File: src/rtl/onehot_mon_pkg.sv
// Shared types and error codes for the one-hot state monitors.
package onehot_mon_pkg;

  typedef enum logic [1:0] {
    MON_INIT  = 2'd0,
    MON_TRACK = 2'd1,
    MON_ERR   = 2'd2
  } mon_state_e;

  localparam logic [1:0] ERR_NONE  = 2'b00;
  localparam logic [1:0] ERR_ZERO  = 2'b01;
  localparam logic [1:0] ERR_MULTI = 2'b10;

endpackage

File: src/rtl/onehot_enc.sv
// One-hot to binary encoder with zero-hot / multi-hot classification.
module onehot_enc #(
  parameter int NUM_STATES = 5,
  parameter int IDX_W      = $clog2(NUM_STATES)
) (
  input  logic [NUM_STATES-1:0] state,
  output logic [IDX_W-1:0]      idx,
  output logic                  legal,
  output logic                  zero_hot,
  output logic                  multi_hot
);

  // Clearing the lowest set bit leaves a non-zero value only when two or more bits are set.
  assign zero_hot  = ~|state;
  assign multi_hot = |(state & (state - 1'b1));
  assign legal     = ~zero_hot & ~multi_hot;

  always_comb begin
    idx = '0;
    for (int i = 0; i < NUM_STATES; i++) begin
      if (state[i]) idx = IDX_W'(i);
    end
  end

endmodule

File: src/rtl/onehot_state_mon.sv
// Observes a one-hot state register: decodes the index, flags illegal encodings,
// pulses on transitions, counts dwell time and raises a stuck-state timeout.
module onehot_state_mon
  import onehot_mon_pkg::*;
#(
  parameter int NUM_STATES = 5,
  parameter int IDX_W      = $clog2(NUM_STATES),
  parameter int DWELL_W    = 8,
  parameter int TIMEOUT    = 200,
  parameter int IDLE_IDX   = 0
) (
  input  logic                  clk,
  input  logic                  rst,
  input  logic [NUM_STATES-1:0] state,
  input  logic                  clr_err,
  output logic [IDX_W-1:0]      state_idx,
  output logic                  state_vld,
  output logic                  trans,
  output logic [IDX_W-1:0]      prev_idx,
  output logic [DWELL_W-1:0]    dwell,
  output logic                  timeout,
  output logic                  illegal,
  output logic [1:0]            err_code
);

  logic [IDX_W-1:0] enc_idx;
  logic             enc_legal, enc_zero, enc_multi;

  onehot_enc #(.NUM_STATES(NUM_STATES), .IDX_W(IDX_W)) u_enc (
    .state     (state),
    .idx       (enc_idx),
    .legal     (enc_legal),
    .zero_hot  (enc_zero),
    .multi_hot (enc_multi)
  );

  mon_state_e       mon_q, mon_d;
  logic [IDX_W-1:0] state_idx_q, state_idx_d, prev_idx_q, prev_idx_d;
  logic [DWELL_W-1:0] dwell_q, dwell_d;
  logic             state_vld_q, state_vld_d, trans_q, trans_d;
  logic             timeout_q, timeout_d, illegal_q, illegal_d;
  logic [1:0]       err_code_q, err_code_d;

  always_comb begin
    mon_d       = mon_q;
    state_idx_d = state_idx_q;
    prev_idx_d  = prev_idx_q;
    dwell_d     = dwell_q;
    state_vld_d = state_vld_q;
    trans_d     = 1'b0;
    timeout_d   = timeout_q;
    illegal_d   = illegal_q;
    err_code_d  = err_code_q;

    if (clr_err) begin
      illegal_d  = 1'b0;
      err_code_d = ERR_NONE;
      timeout_d  = 1'b0;
    end

    if (!enc_legal) begin
      mon_d       = MON_ERR;
      state_vld_d = 1'b0;
      illegal_d   = 1'b1;
      err_code_d  = enc_zero ? ERR_ZERO : ERR_MULTI;
    end else if (mon_q == MON_INIT) begin
      mon_d       = MON_TRACK;
      state_vld_d = 1'b1;
      state_idx_d = enc_idx;
      prev_idx_d  = enc_idx;
      dwell_d     = '0;
    end else begin
      // Recovery from MON_ERR follows the same path as ordinary tracking.
      mon_d       = MON_TRACK;
      state_vld_d = 1'b1;
      if (enc_idx != state_idx_q) begin
        trans_d     = 1'b1;
        prev_idx_d  = state_idx_q;
        state_idx_d = enc_idx;
        dwell_d     = '0;
        timeout_d   = 1'b0;
      end else if (dwell_q != {DWELL_W{1'b1}}) begin
        dwell_d = dwell_q + 1'b1;
      end
    end

    if (dwell_d >= DWELL_W'(TIMEOUT) && state_idx_d != IDX_W'(IDLE_IDX))
      timeout_d = 1'b1;
  end

  always_ff @(posedge clk) begin
    if (rst) begin
      mon_q       <= MON_INIT;
      state_idx_q <= IDX_W'(IDLE_IDX);
      prev_idx_q  <= IDX_W'(IDLE_IDX);
      dwell_q     <= '0;
      state_vld_q <= 1'b0;
      trans_q     <= 1'b0;
      timeout_q   <= 1'b0;
      illegal_q   <= 1'b0;
      err_code_q  <= ERR_NONE;
    end else begin
      mon_q       <= mon_d;
      state_idx_q <= state_idx_d;
      prev_idx_q  <= prev_idx_d;
      dwell_q     <= dwell_d;
      state_vld_q <= state_vld_d;
      trans_q     <= trans_d;
      timeout_q   <= timeout_d;
      illegal_q   <= illegal_d;
      err_code_q  <= err_code_d;
    end
  end

  assign state_idx = state_idx_q;
  assign prev_idx  = prev_idx_q;
  assign dwell     = dwell_q;
  assign state_vld = state_vld_q;
  assign trans     = trans_q;
  assign timeout   = timeout_q;
  assign illegal   = illegal_q;
  assign err_code  = err_code_q;

endmodule

File: config.mk
export PLATFORM = sky130hd
export DESIGN_NAME = onehot_state_mon
export DESIGN_NICKNAME = d
export VERILOG_FILES = /design/src/rtl/onehot_mon_pkg.sv /design/src/rtl/onehot_enc.sv /design/src/rtl/onehot_state_mon.sv
export SDC_FILE = /design/constraint.sdc
export NUM_CORES = 1
export LEC_CHECK = 0
export ABC_AREA = 1
export CAP_MARGIN = 20
export CORE_ASPECT_RATIO = 0.6
export CORE_MARGIN = 5
export CORE_UTILIZATION = 31
export CTS_BUF_LIST = sky130_fd_sc_hd__clkbuf_8
export DETAILED_ROUTE_END_ITERATION = 7
export PLACE_DENSITY = 0.56
export SYNTH_ARGS = -nofsm -noshare
export SYNTH_HDL_FRONTEND = slang
export SYNTH_SLANG_ARGS = --single-unit
File: constraint.sdc
create_clock -name clk -period 4 [get_ports clk]
set_input_delay 0.8 -clock clk [delete_from_list [all_inputs] [get_ports clk]]
set_output_delay 0.8 -clock clk [all_outputs]
set_load 0.005 [all_outputs]
# Word level (Yosys, flattened, before mapping)
# Index checks and enable logic that the tools add are counted.
# word_totals
register_bits	22
input_bits	8
out_inout_bits	20
wordCells	53
# classes
n_addsub	2
n_lt_le_gt_ge	1
n_eq_ne	3
mux	26
bitwise	4
reduce_logical	8
# ops
cell	n
8-bit 2-to-1 mux	4
3-bit 2-to-1 mux	8
1-bit 2-to-1 mux	10
5-bit OR reduction	2
8-bit by 1-bit adder with 8-bit output (second input constant)	1
8-bit greater-or-equal comparator (second input constant)	1
2-bit 2-to-1 mux	4
8-bit inequality test (second input constant)	1
5-bit AND	1
5-bit by 1-bit subtractor with 5-bit output (second input constant)	1
3-bit inequality test	1
3-bit nonzero test	1
3-bit OR reduction	1
2-bit zero test	1
2-bit inequality test (second input constant)	1
1-bit NOT	2
2-bit AND reduction	1
2-bit nonzero test	1
1-bit AND	1
1-bit logical AND	1

# Longest topological paths before layout
# depth
ltp_word	11
mapped_depth	13
mapped_depth_nobuf	13

# Hierarchy
# Synthesis repeated with hierarchy kept, for this count alone.
# hier_totals
cells_unflattened	179
area_unflattened_um2	1138.6
# by_module_without_submodules
mod	instances	cells_each	area_per_inst_um2	seq_area_each_um2
onehot_state_mon	1	162	1059.8	420.4
onehot_enc	1	17	78.8	0.0

# Worst setup path after synthesis
# OpenSTA, ideal clock, no wires.
# synth_timing
path_kind	input port to flip-flop
startpoint	in state[1]
endpoint	reg timeout_q, in the netlist timeout
setup_time_ns	0.131
arrival_time_ns	1.712
required_time_ns	3.869
slack_ns	2.157
cell_stages	10
n_path_buf	0
path_cell_list	nor2_4 > nand2_1 > nand2_1 > nand3_4 > o21ai_0 > nand2_1 > nor2_1 > nor2_1 > nand2_1 > a21oi_2
# synth_between
elab_chain_cells	11
word_cells_on_any_way	24
cone_classes	1 x add/sub; 1 x order compare; 1 x eq/ne; 14 x mux; 3 x bitwise; 4 x reduce/logical
# synth_rtl
item	line_no	rtl
from (decl)	onehot_state_mon.sv:14	input logic [NUM_STATES-1:0] state,
parallel branches: the longest is 10 deep, another holds 8-bit greater-or-equal comparator	n/a	
1-bit 2-to-1 mux *	onehot_state_mon.sv:87	if (dwell_d >= DWELL_W'(TIMEOUT) && state_idx_d != IDX_W'(IDLE_IDX))
to (signal assigned)	onehot_state_mon.sv:109	timeout_q <= timeout_d;
to (decl)	onehot_state_mon.sv:41	logic timeout_q, timeout_d, illegal_q, illegal_d;
# Every way passes the cells marked *.
# A chain may end at the register's enable or synchronous reset.

# Final worst setup path
# layout_timing
startpoint	in state[4]
endpoint	reg timeout_q, in the netlist timeout
# layout_between
elab_chain_cells	9
word_cells_on_any_way	21
cone_classes	1 x add/sub; 1 x order compare; 1 x eq/ne; 11 x mux; 3 x bitwise; 4 x reduce/logical
# layout_rtl
item	line_no	rtl
5-bit by 1-bit subtractor with 5-bit output	onehot_enc.sv:15	assign multi_hot = |(state & (state - 1'b1));
5-bit AND	onehot_enc.sv:15	
5-bit OR reduction	onehot_enc.sv:15	
1-bit NOT	onehot_enc.sv:16	assign legal = ~zero_hot & ~multi_hot;
1-bit AND	onehot_enc.sv:16	
8-bit 2-to-1 mux / 3-bit 2-to-1 mux (equally long branches)	onehot_state_mon.sv:61	if (!enc_legal) begin
8-bit greater-or-equal comparator / 3-bit nonzero test (equally long branches)	onehot_state_mon.sv:87	
1-bit logical AND	onehot_state_mon.sv:87	
1-bit 2-to-1 mux *	onehot_state_mon.sv:87	
# Mark *: on every way between the ends. The rest lies on a longest branch, timed or not.

==> out/results.ini <==
[worst_setup_path]
ff2ff_path_depth = 11
crit_chain = clkdlybuf4s50_1 > inv_2 > nand3_2 > nand3_4 > inv_2 > o21ai_0 > nor2_1 > nor2_1 > nand2_1 > a21oi_2
endpoint_kind = flip-flop
path_max_fanout = 10
r2r_start = dwell[0]
cp_num_buf_inv = 3
critical-path-slowest-cell = clkdlybuf4s50_1
critical_path_class = in2reg
max_stage_delay_ps = 520
timing.rr.end = timeout
required_ps = 4190
cp_top_family = buffers and inverters
cp.arrival_ps = 2530
startpoint_type = input pin
rrSetupSlack_ps = 2170

[timing]
drv_slew = 0
fmax_mhz = 425.8
hold_viol = 0
setup_viol = 0
post-route-min-period_ps = 2348
worst_pin_slew_ps = 502.5
fin_ws_ps = 1652
hold_slack_ps = 480.7
relSlewSlack_pct = 66.40
tns_ps = 0
skew_ps = 7.449
rsz0062_at_grt = false
finalCritPeriodShare_pct = 58.71

[global_route]
first_global_vias = 1052
gr-total-overflow = 0
grt_pass1_wl_um = 5078
antenna_found_initial = 0
use_met2_pct = 15.42
grtUsageMet3_pct = 4.261
grt_max_degree = 14
grt_busiest_layer = met1
grt_use_total_pct = 12.71
use_met1_pct = 20.70

[power_and_ir_drop]
powerDensity_nw_per_um2 = 292.1
p_comb_share_pct = 19.6
intPower_mw = 0.3263
clock_power_share_pct = 30.7
p_switching_mw = 0.1269
p_seq_share_pct = 49.7
finalPower_mw = 0.4532
p_leak_nw = 0.6525
power.share.switching_pct = 28.00
peakVddDrop_uv = 168.2

[place]
place.gp.congestion = 0.8027
dp.cells = 252
io_buffers = 27
dpl_worst_slack_ps = 1397
post_dp_cell_area_um2 = 1505
dp_hpwl_um = 2467

[routing]
vias = 1176
ant_nets = 0
viasPerCell = 4.594
firstDrtPassIters = 4
drt_iter0_drc = 37
wl_um = 3007
routedWlPerCell_um = 11.75
drc = 0

[die]
die_h_um = 57.79
core-area_um2 = 3680
dieArea_um2 = 5180
io_pins = 28
initial_core_util_pct = 32.06
die_width_um = 89.65
rows = 17

[synthesis]
async_flop_share_pct = 0
ys_top_cells_by_count = nand2_1, dfxtp_1, inv_1, nor2_1, nand3_1
synth_top_family_by_area = simple AND/OR/NAND/NOR gates
syn_inst = 179
syn_area_um2 = 1180
synth_area_per_cell_um2 = 6.592
synth-edff-count = 0
synthAdderAreaFrac_pct = 1.060
yosysTopAreaCell = dfxtp_1
yosys.cell_types.count = 25
synthesis.nets = 188
ys_ff_latch = 21
synth_most_common_cell = nand2_1
synth_xor_xnor_area_share_pct = 1.485
synth_compound_area_share_pct = 10.18
synth-simple-area-share_pct = 43.37
synthTopCellsByArea = dfxtp_1, nand2_1, inv_1
synth_top_area_share_pct = 35.63
synth_top_flop_cell = dfxtp_1
synth-seq-area-share_pct = 35.63
synth_mux_area_share_pct = 0
yosys_warnings = 0

[clock_tree]
postCtsSetupBuffers = 0
htree_levels = 1
post_cts_resize_count = 0
cts-hold-fix-buffers = 0
cts.clk_slew.worst_paths_ps = 80
cts_buffer_depth = 2
cts_root_buffer = clkbuf_8
numClockSinks = 21
cts_tree = done
clk_latency_ps = 260
cts_buffers = 3

[layout]
final_net_count = 219
n_antenna_cell = 0
postLayoutCellArea_um2 = 1551
drive_gt1_share_pct = 12.44
fin_cells = 256
finalCoreUtilization_pct = 42.16
area_growth_pct = 31.50

[hold_path]
whs_path_depth = 2
holdCritPathClass = reg2reg
hp-start = illegal
worstHoldEndpoint = illegal

[job]
maxCapViolCount = 0

[run_status]
status = completed

## registers in the layout (all words and copies together) (netlist names)
signal	count
err_code	2
mon_q	2
trans	1
dwell	8
state_idx	3
prev_idx	3
timeout	1
illegal	1
## layer usage
layer  vias up  wire length (um)
met1       518              1735
met3         0               179
met5         -                 0
met2        25              1092
li1        633                 -
met4         0                 0
## worst min-delay path, stage by stage (launching register included)
cell and delay, ps:
dfxtp_1 320, nand3_1 70, nand2_1 50
## worst max path at each step
stage | startpoint | endpoint | slack (ps) | depth (start not counted)
after CTS | state[1] | timeout | 1650 | 12
after global routing | state[4] | timeout | 1470 | 10
final | state[4] | timeout | 1650 | 10
after detailed placement | state[1] | timeout | 1400 | 12
after global placement | state[1] | timeout | 1390 | 12
after floorplan | state[1] | timeout | 2160 | 10
## cells in the final DEF, fill, tap and decap left out
| master | instances |
|---|---|
| or2_2 | 2 |
| nand4_1 | 4 |
| clkdlybuf4s50_1 | 27 |
| a31oi_1 | 1 |
| nand3_1 | 15 |
| nor2_1 | 21 |
| o21ai_0 | 9 |
| o21ai_1 | 2 |
| o31ai_1 | 1 |
| nand3_4 | 1 |
| nor3_1 | 1 |
| a211oi_1 | 1 |
| nand3_2 | 3 |
| xor2_1 | 1 |
| clkinv_2 | 1 |
| nor2_4 | 3 |
| nand2_1 | 49 |
| a21oi_1 | 7 |
| inv_1 | 21 |
| ha_1 | 1 |
| inv_2 | 4 |
| nor2_2 | 2 |
| dfxtp_1 | 21 |
| xnor2_1 | 1 |
| a21oi_2 | 1 |
| nand2_2 | 6 |
| clkbuf_8 | 3 |
## power groups by stage
stage	Combinational [mW]	Sequential, mW	Clock (mW)
detailed placement	0.0893	0.230	0
floorplan	0.0498	0.230	0
finish	0.0888	0.225	0.139
CTS	0.0896	0.225	0.143
global placement	0.0894	0.231	0
global route	0.0990	0.227	0.152
## final cells by class
type | count | area [um^2]
repair buffers | 27 | 270.3
fillers | 403 | 2128
clock buffers | 3 | 41.29
clock inverters | 1 | 5.005
inverters | 25 | 93.84
well taps | 47 | 58.81
flip-flops and latches | 21 | 420.4
multi-input cells | 132 | 661.9
## cells by family (layout without fill, tap and decap cells)
family / count (synthesis) / count (layout)
AOI/OAI and AO/OA: 22 / 22
buffers and inverters: 26 / 56
and+or+nand+nor: 107 / 107
xor gates and xnor gates: 2 / 2
adders and majority gates: 1 / 1
DFF: 21 / 21
Power figures use the tool's default switching activity.
